**src/rtl/mips_pkg.sv**
```systemverilog
// Shared MIPS datapath constants: register file geometry and the register address type.
package mips_pkg;
  localparam int REG_ADDR_W = 3;
  localparam int REG_DATA_W = 8;
  localparam int REG_ZERO   = 0;

  typedef logic [REG_ADDR_W-1:0] reg_addr_t;
endpackage

```
**src/rtl/reg_file_sb_if.sv**
```systemverilog
// Decode/writeback bus of the register file; master is the pipeline, slave the register file.
interface reg_file_sb_if #(
  parameter int DATA_W = 8,
  parameter int ADDR_W = 3
);
  logic [ADDR_W-1:0] rd_addr_a;
  logic [ADDR_W-1:0] rd_addr_b;
  logic [DATA_W-1:0] rd_data_a;
  logic [DATA_W-1:0] rd_data_b;
  logic              busy_a;
  logic              busy_b;
  logic              wr_en;
  logic [ADDR_W-1:0] wr_addr;
  logic [DATA_W-1:0] wr_data;
  logic              rsv_en;
  logic [ADDR_W-1:0] rsv_addr;
  logic [ADDR_W:0]   busy_cnt;

  modport master (
    output rd_addr_a, rd_addr_b, wr_en, wr_addr, wr_data, rsv_en, rsv_addr,
    input  rd_data_a, rd_data_b, busy_a, busy_b, busy_cnt
  );

  modport slave (
    input  rd_addr_a, rd_addr_b, wr_en, wr_addr, wr_data, rsv_en, rsv_addr,
    output rd_data_a, rd_data_b, busy_a, busy_b, busy_cnt
  );
endinterface

```
**src/rtl/reg_scoreboard.sv**
```systemverilog
// Per-register busy scoreboard with a registered popcount; register 0 is never busy.
module reg_scoreboard #(
  parameter int DEPTH  = 8,
  parameter int ADDR_W = 3
) (
  input  logic              clk,
  input  logic              rst,
  input  logic              set_en,
  input  logic [ADDR_W-1:0] set_addr,
  input  logic              clr_en,
  input  logic [ADDR_W-1:0] clr_addr,
  output logic [DEPTH-1:0]  busy_vec,
  output logic [ADDR_W:0]   busy_cnt
);
  logic [DEPTH-1:0] busy_nxt;
  logic [ADDR_W:0]  cnt_nxt;

  // Set is applied after clear: a same-cycle reserve is the newer producer.
  always_comb begin
    busy_nxt = busy_vec;
    if (clr_en) busy_nxt[clr_addr] = 1'b0;
    if (set_en) busy_nxt[set_addr] = 1'b1;
    busy_nxt[0] = 1'b0;
    cnt_nxt = '0;
    for (int i = 1; i < DEPTH; i++) cnt_nxt = cnt_nxt + {{ADDR_W{1'b0}}, busy_nxt[i]};
  end

  always_ff @(posedge clk) begin
    if (rst) begin
      busy_vec <= '0;
      busy_cnt <= '0;
    end else begin
      busy_vec <= busy_nxt;
      busy_cnt <= cnt_nxt;
    end
  end
endmodule

```
**src/rtl/reg_file_sb.sv**
```systemverilog
// 2-read/1-write register file with busy scoreboard; r0 reads as zero.
// Optional write-to-read forwarding under `define REGFILE_BYPASS_EN.
module reg_file_sb
  import mips_pkg::*;
#(
  parameter int DATA_W = REG_DATA_W,
  parameter int DEPTH  = 2 ** REG_ADDR_W,
  parameter int ADDR_W = $clog2(DEPTH)
) (
  input  logic        clk,
  input  logic        rst,
  reg_file_sb_if.slave bus
);
  localparam logic [ADDR_W-1:0] ZERO_ADDR = ADDR_W'(REG_ZERO);
  localparam int                NUM_RD    = 2;

  logic [DEPTH-1:0][DATA_W-1:0]  regs;
  logic [DEPTH-1:0]              busy_vec;
  logic [NUM_RD-1:0][ADDR_W-1:0] rd_addr;
  logic [NUM_RD-1:0][DATA_W-1:0] rd_data;
  logic [NUM_RD-1:0]             rd_busy;
  logic                          wr_live;

  assign wr_live = bus.wr_en && (bus.wr_addr != ZERO_ADDR);

  always_ff @(posedge clk) begin
    if (rst) regs <= '0;
    else if (wr_live) regs[bus.wr_addr] <= bus.wr_data;
  end

  reg_scoreboard #(.DEPTH(DEPTH), .ADDR_W(ADDR_W)) u_sb (
    .clk      (clk),
    .rst      (rst),
    .set_en   (bus.rsv_en),
    .set_addr (bus.rsv_addr),
    .clr_en   (bus.wr_en),
    .clr_addr (bus.wr_addr),
    .busy_vec (busy_vec),
    .busy_cnt (bus.busy_cnt)
  );

  assign rd_addr = {bus.rd_addr_b, bus.rd_addr_a};

  for (genvar p = 0; p < NUM_RD; p++) begin : g_rd
    logic hit;
`ifdef REGFILE_BYPASS_EN
    assign hit = wr_live && (bus.wr_addr == rd_addr[p]);
`else
    assign hit = 1'b0;
`endif
    always_comb begin
      rd_data[p] = regs[rd_addr[p]];
      rd_busy[p] = busy_vec[rd_addr[p]];
      if (rd_addr[p] == ZERO_ADDR) begin
        rd_data[p] = '0;
        rd_busy[p] = 1'b0;
      end else if (hit) begin
        rd_data[p] = bus.wr_data;
        rd_busy[p] = 1'b0;
      end
    end
  end

  assign bus.rd_data_a = rd_data[0];
  assign bus.rd_data_b = rd_data[1];
  assign bus.busy_a    = rd_busy[0];
  assign bus.busy_b    = rd_busy[1];
endmodule

```
**src/flat_wrapper.sv**
```systemverilog
// flat-port wrapper written by rule: the top's interface ports become plain ports
module reg_file_sb_flat import mips_pkg::*;
#(
  parameter int DATA_W = REG_DATA_W,
  parameter int DEPTH  = 2 ** REG_ADDR_W,
  parameter int ADDR_W = $clog2(DEPTH)
)
  (clk, rst, bus_rd_addr_a, bus_rd_addr_b, bus_wr_en, bus_wr_addr, bus_wr_data, bus_rsv_en, bus_rsv_addr, bus_rd_data_a, bus_rd_data_b, bus_busy_a, bus_busy_b, bus_busy_cnt);
  reg_file_sb_if #(.DATA_W(DATA_W), .ADDR_W(ADDR_W)) bus_i ();
  input  logic clk;
  input  logic rst;
  input wire logic [$bits(bus_i.rd_addr_a)-1:0] bus_rd_addr_a;
  input wire logic [$bits(bus_i.rd_addr_b)-1:0] bus_rd_addr_b;
  input wire logic [$bits(bus_i.wr_en)-1:0] bus_wr_en;
  input wire logic [$bits(bus_i.wr_addr)-1:0] bus_wr_addr;
  input wire logic [$bits(bus_i.wr_data)-1:0] bus_wr_data;
  input wire logic [$bits(bus_i.rsv_en)-1:0] bus_rsv_en;
  input wire logic [$bits(bus_i.rsv_addr)-1:0] bus_rsv_addr;
  output wire logic [$bits(bus_i.rd_data_a)-1:0] bus_rd_data_a;
  output wire logic [$bits(bus_i.rd_data_b)-1:0] bus_rd_data_b;
  output wire logic [$bits(bus_i.busy_a)-1:0] bus_busy_a;
  output wire logic [$bits(bus_i.busy_b)-1:0] bus_busy_b;
  output wire logic [$bits(bus_i.busy_cnt)-1:0] bus_busy_cnt;
  assign bus_i.rd_addr_a = bus_rd_addr_a;
  assign bus_i.rd_addr_b = bus_rd_addr_b;
  assign bus_i.wr_en = bus_wr_en;
  assign bus_i.wr_addr = bus_wr_addr;
  assign bus_i.wr_data = bus_wr_data;
  assign bus_i.rsv_en = bus_rsv_en;
  assign bus_i.rsv_addr = bus_rsv_addr;
  assign bus_rd_data_a = bus_i.rd_data_a;
  assign bus_rd_data_b = bus_i.rd_data_b;
  assign bus_busy_a = bus_i.busy_a;
  assign bus_busy_b = bus_i.busy_b;
  assign bus_busy_cnt = bus_i.busy_cnt;
  reg_file_sb #(.DATA_W(DATA_W), .DEPTH(DEPTH), .ADDR_W(ADDR_W)) u_core (.clk(clk), .rst(rst), .bus(bus_i));
endmodule
```
**config.mk**
```make
export PLATFORM = sky130hd
export DESIGN_NAME = reg_file_sb_flat
export DESIGN_NICKNAME = d
export VERILOG_FILES = /design/src/rtl/mips_pkg.sv /design/src/rtl/reg_file_sb_if.sv /design/src/rtl/reg_scoreboard.sv /design/src/rtl/reg_file_sb.sv /design/src/flat_wrapper.sv
export SDC_FILE = /design/constraint.sdc
export NUM_CORES = 1
export LEC_CHECK = 0
export CAP_MARGIN = 10
export CORE_ASPECT_RATIO = 1.5
export CORE_MARGIN = 1
export CORE_UTILIZATION = 28
export CTS_BUF_LIST = sky130_fd_sc_hd__clkbuf_8 sky130_fd_sc_hd__clkbuf_16
export DETAILED_ROUTE_END_ITERATION = 7
export GPL_TIMING_DRIVEN = 1
export PLACE_DENSITY = 0.51
export RECOVER_POWER = 50
export SLEW_MARGIN = 10
export SYNTH_ARGS = -nofsm -noshare
export SYNTH_HDL_FRONTEND = slang
export SYNTH_SLANG_ARGS = --single-unit
```
**constraint.sdc**
```tcl
create_clock -name clk -period 5 [get_ports clk]
set_clock_uncertainty 0.1 [all_clocks]
set_input_delay 1 -clock clk [delete_from_list [all_inputs] [get_ports clk]]
set_output_delay 1 -clock clk [all_outputs]
set_load 0.01 [all_outputs]
```
==> results.yml <==
status:
  status: "finished clean"
cells_and_area:
  syn_to_final_growth_pct: 22.2
  most-common-layout-cells: "nand2_1 (114), dfxtp_1 (66), a21oi_1 (56)"
  final_common_cell: "nand2_1"
  multi_input_area_um2: 2030
  stdcell_count: 617
  insertedDiodeCount: 0
  drive_gt1_frac: 0.124
  fill_cells: 1310
  final-seq-area_um2: 1320
  nNetsFinal: 484
floorplanning:
  coreArea_um2: 12600
  rows: 50
  die_h_um: 142
  die_w_um: 95.3
  initial_core_util: 0.290
  die-area_um2: 13500
  pin_count: 46
global_route:
  grt_pass1_wl_um: 18600
  grt-ovfl-total: 0
  antenna_found_initial: 0
  track_usage: 0.191
  grt_max_degree: 67
  grt_pass1_vias: 3283
cts:
  cts_tree: "built"
  worst_skew_pair.late_latency_ns: 0.33
  cts.clk_slew.worst_paths_ns: 0.06
  cts.sinks: 66
  clockBufferDepth: 2
  cts_resized: 0
  h-tree-depth: 3
  cts_setup_buffers: 0
  hold_buffers: 0
  root_buffer: "clkbuf_16"
  numCtsBuffers: 9
sta:
  finalSetupViolCount: 0
  max_slew_margin: 0.524
  max_freq_mhz: 227
  tightestPinTransition_ns: 0.714
  slew_viol_final: 0
  finalCritPeriodShare: 0.882
  rsz0062_at_grt: "false"
  setup-tns-final_ns: 0
  finalHoldViolCount: 0
  final.min_clock_period_ns: 4.41
critical_path:
  r2r.worst_path.cells: 9
  crit_arrival_ns: 3.31
  r2r-start: "u_core.u_sb.busy_vec[4]"
  crit_path_end_kind: "primary output"
  r2r_slack_ns: 2.15
  worstPathMaxFanout: 11
  cp.required_ns: 3.90
  crit_type: "input pin to primary output"
  start_kind: "input pin"
  r2r_end: "u_core.u_sb.busy_cnt[1]"
worst_hold_path:
  worstHoldStart: "u_core.regs[36]"
  hold_class: "flop to flop"
  hold_depth: 2
  whs_endpoint: "u_core.regs[36]"
power_and_ir_drop:
  p_int_uw: 1070
  leakage_uw: 0.00168
  ir_drop_mv: 0.156
  p_comb_frac: 0.136
  power.share.switching: 0.246
  clock_power_share: 0.477
  p_per_area_nw_per_um2: 319
  power_switching_uw: 350
  power.share.sequential: 0.387
routing:
  drc_errors: 0
  post_drt_wl_per_cell_um: 19.3
  drt-pass1-iter-count: 4
  via_count: 3297
  drtAntennaViolNets: 0
  drtIter0Drc: 277
  wl_um: 11900
  avgViaCountPerCell: 5.34
placed_design:
  dp_hpwl_um: 8440
  port-buffer-count: 44
  post-place-cells: 601
  gp_congestion: 0.830
synthesis:
  ys_ff_latch: 66
  yosysUniqueCellTypes: 34
  syn-cell-area_um2: 3650
  seq_area_frac_synth: 0.362
  postSynthCellCount: 422
  synth_nets: 450
  yosysWarningCount: 0
  avgSynthCellArea_um2: 8.65
run:
  maxCapViolations: 0
registers in the layout, indices dropped and copies added (netlist names):
name                  cells
u_core.regs              56
u_core.u_sb.busy_cnt      3
u_core.u_sb.busy_vec      7
per-stage QoR:
stage	utilization	area [um^2]	power, uW	hold WS [ns]	setup WS (ns)
CTS	0.356	4470	1440	0.369	0.568
floorplan	-	3650	674	0.342	1.21
detailed placement	0.330	4150	758	0.361	0.446
global placement	0.330	4150	756	0.356	0.508
global route	0.355	4460	1480	0.389	0.427
finish	0.355	4460	1420	0.370	0.588
how the worst max path moves through the flow:
stage | end | start | slack, ns
after global placement | u_core.u_sb.busy_cnt[1] | bus_wr_addr[0] | 0.51
final | bus_rd_data_b[1] | bus_rd_addr_b[0] | 0.59
after detailed placement | u_core.u_sb.busy_cnt[1] | bus_wr_addr[0] | 0.45
after global routing | bus_rd_data_b[0] | bus_rd_addr_b[0] | 0.43
after CTS | bus_rd_data_b[1] | bus_rd_addr_b[0] | 0.57
after floorplan | u_core.u_sb.busy_cnt[1] | bus_wr_addr[2] | 1.21
kinds of logic after synthesis:
kind of cell	count (synthesis)	share of synthesized area
and+or+nand+nor	150	0.198
AOI/OAI and AO/OA	99	0.183
DFF	66	0.362
muxes	54	0.154
buffers and inverters	48	0.0802
adders and majority gates	4	0.0219
other	1	0.00103
cell type report:
| class | instances | share of cell area |
|---|---|---|
| Inverter | 11 | 0.00925 |
| Tap cell | 156 | 0.0437 |
| Sequential cell | 66 | 0.296 |
| Clock buffer | 10 | 0.0536 |
| Clock inverter | 6 | 0.0182 |
| Multi-Input combinational cell | 308 | 0.455 |
| Timing Repair Buffer | 60 | 0.124 |
power groups by stage:
| stage | Clock, uW | Sequential, uW | Combinational [uW] |
|---|---|---|---|
| floorplan | 0 | 560 | 114 |
| global placement | 0 | 562 | 194 |
| detailed placement | 0 | 562 | 196 |
| CTS | 690 | 551 | 196 |
| global route | 719 | 552 | 211 |
| finish | 680 | 551 | 193 |
cells in the mapped netlist, drive strengths merged:
library cell	n	area, um^2
a21oi	56	280
a221oi	34	317
a2bb2oi	5	43.8
a31oi	2	12.5
and2	2	12.5
and3	2	12.5
and4	1	8.76
and4b	3	30.0
and4bb	3	37.5
buf	22	193
clkbuf	15	58.8
conb	1	3.75
dfxtp	66	1320
fa	4	80.1
inv	11	41.3
mux2	18	203
mux2i	36	360
nand2	114	428
nand3b	3	22.5
nand4	2	12.5
nand4b	3	53.8
nand4bb	3	33.8
nor2	8	30.0
nor2b	6	42.5
o21ai	1	5.00
o2bb2ai	1	8.76
critical path, stage by stage:
cell,delay [ns]
clkdlybuf4s50_1,0.80
nor2b_2,0.43
a221oi_1,0.14
a221oi_1,0.33
clkdlybuf4s50_1,0.61
layer usage:
layer / vias up / wire length (um) / GRT usage
met5: - / 0 / 0
met4: 0 / 712 / 0.133
met3: 33 / 559 / 0.0423
met2: 106 / 5990 / 0.318
met1: 1584 / 4640 / 0.211
li1: 1574 / - / -
(Power assumes the default switching activity.)
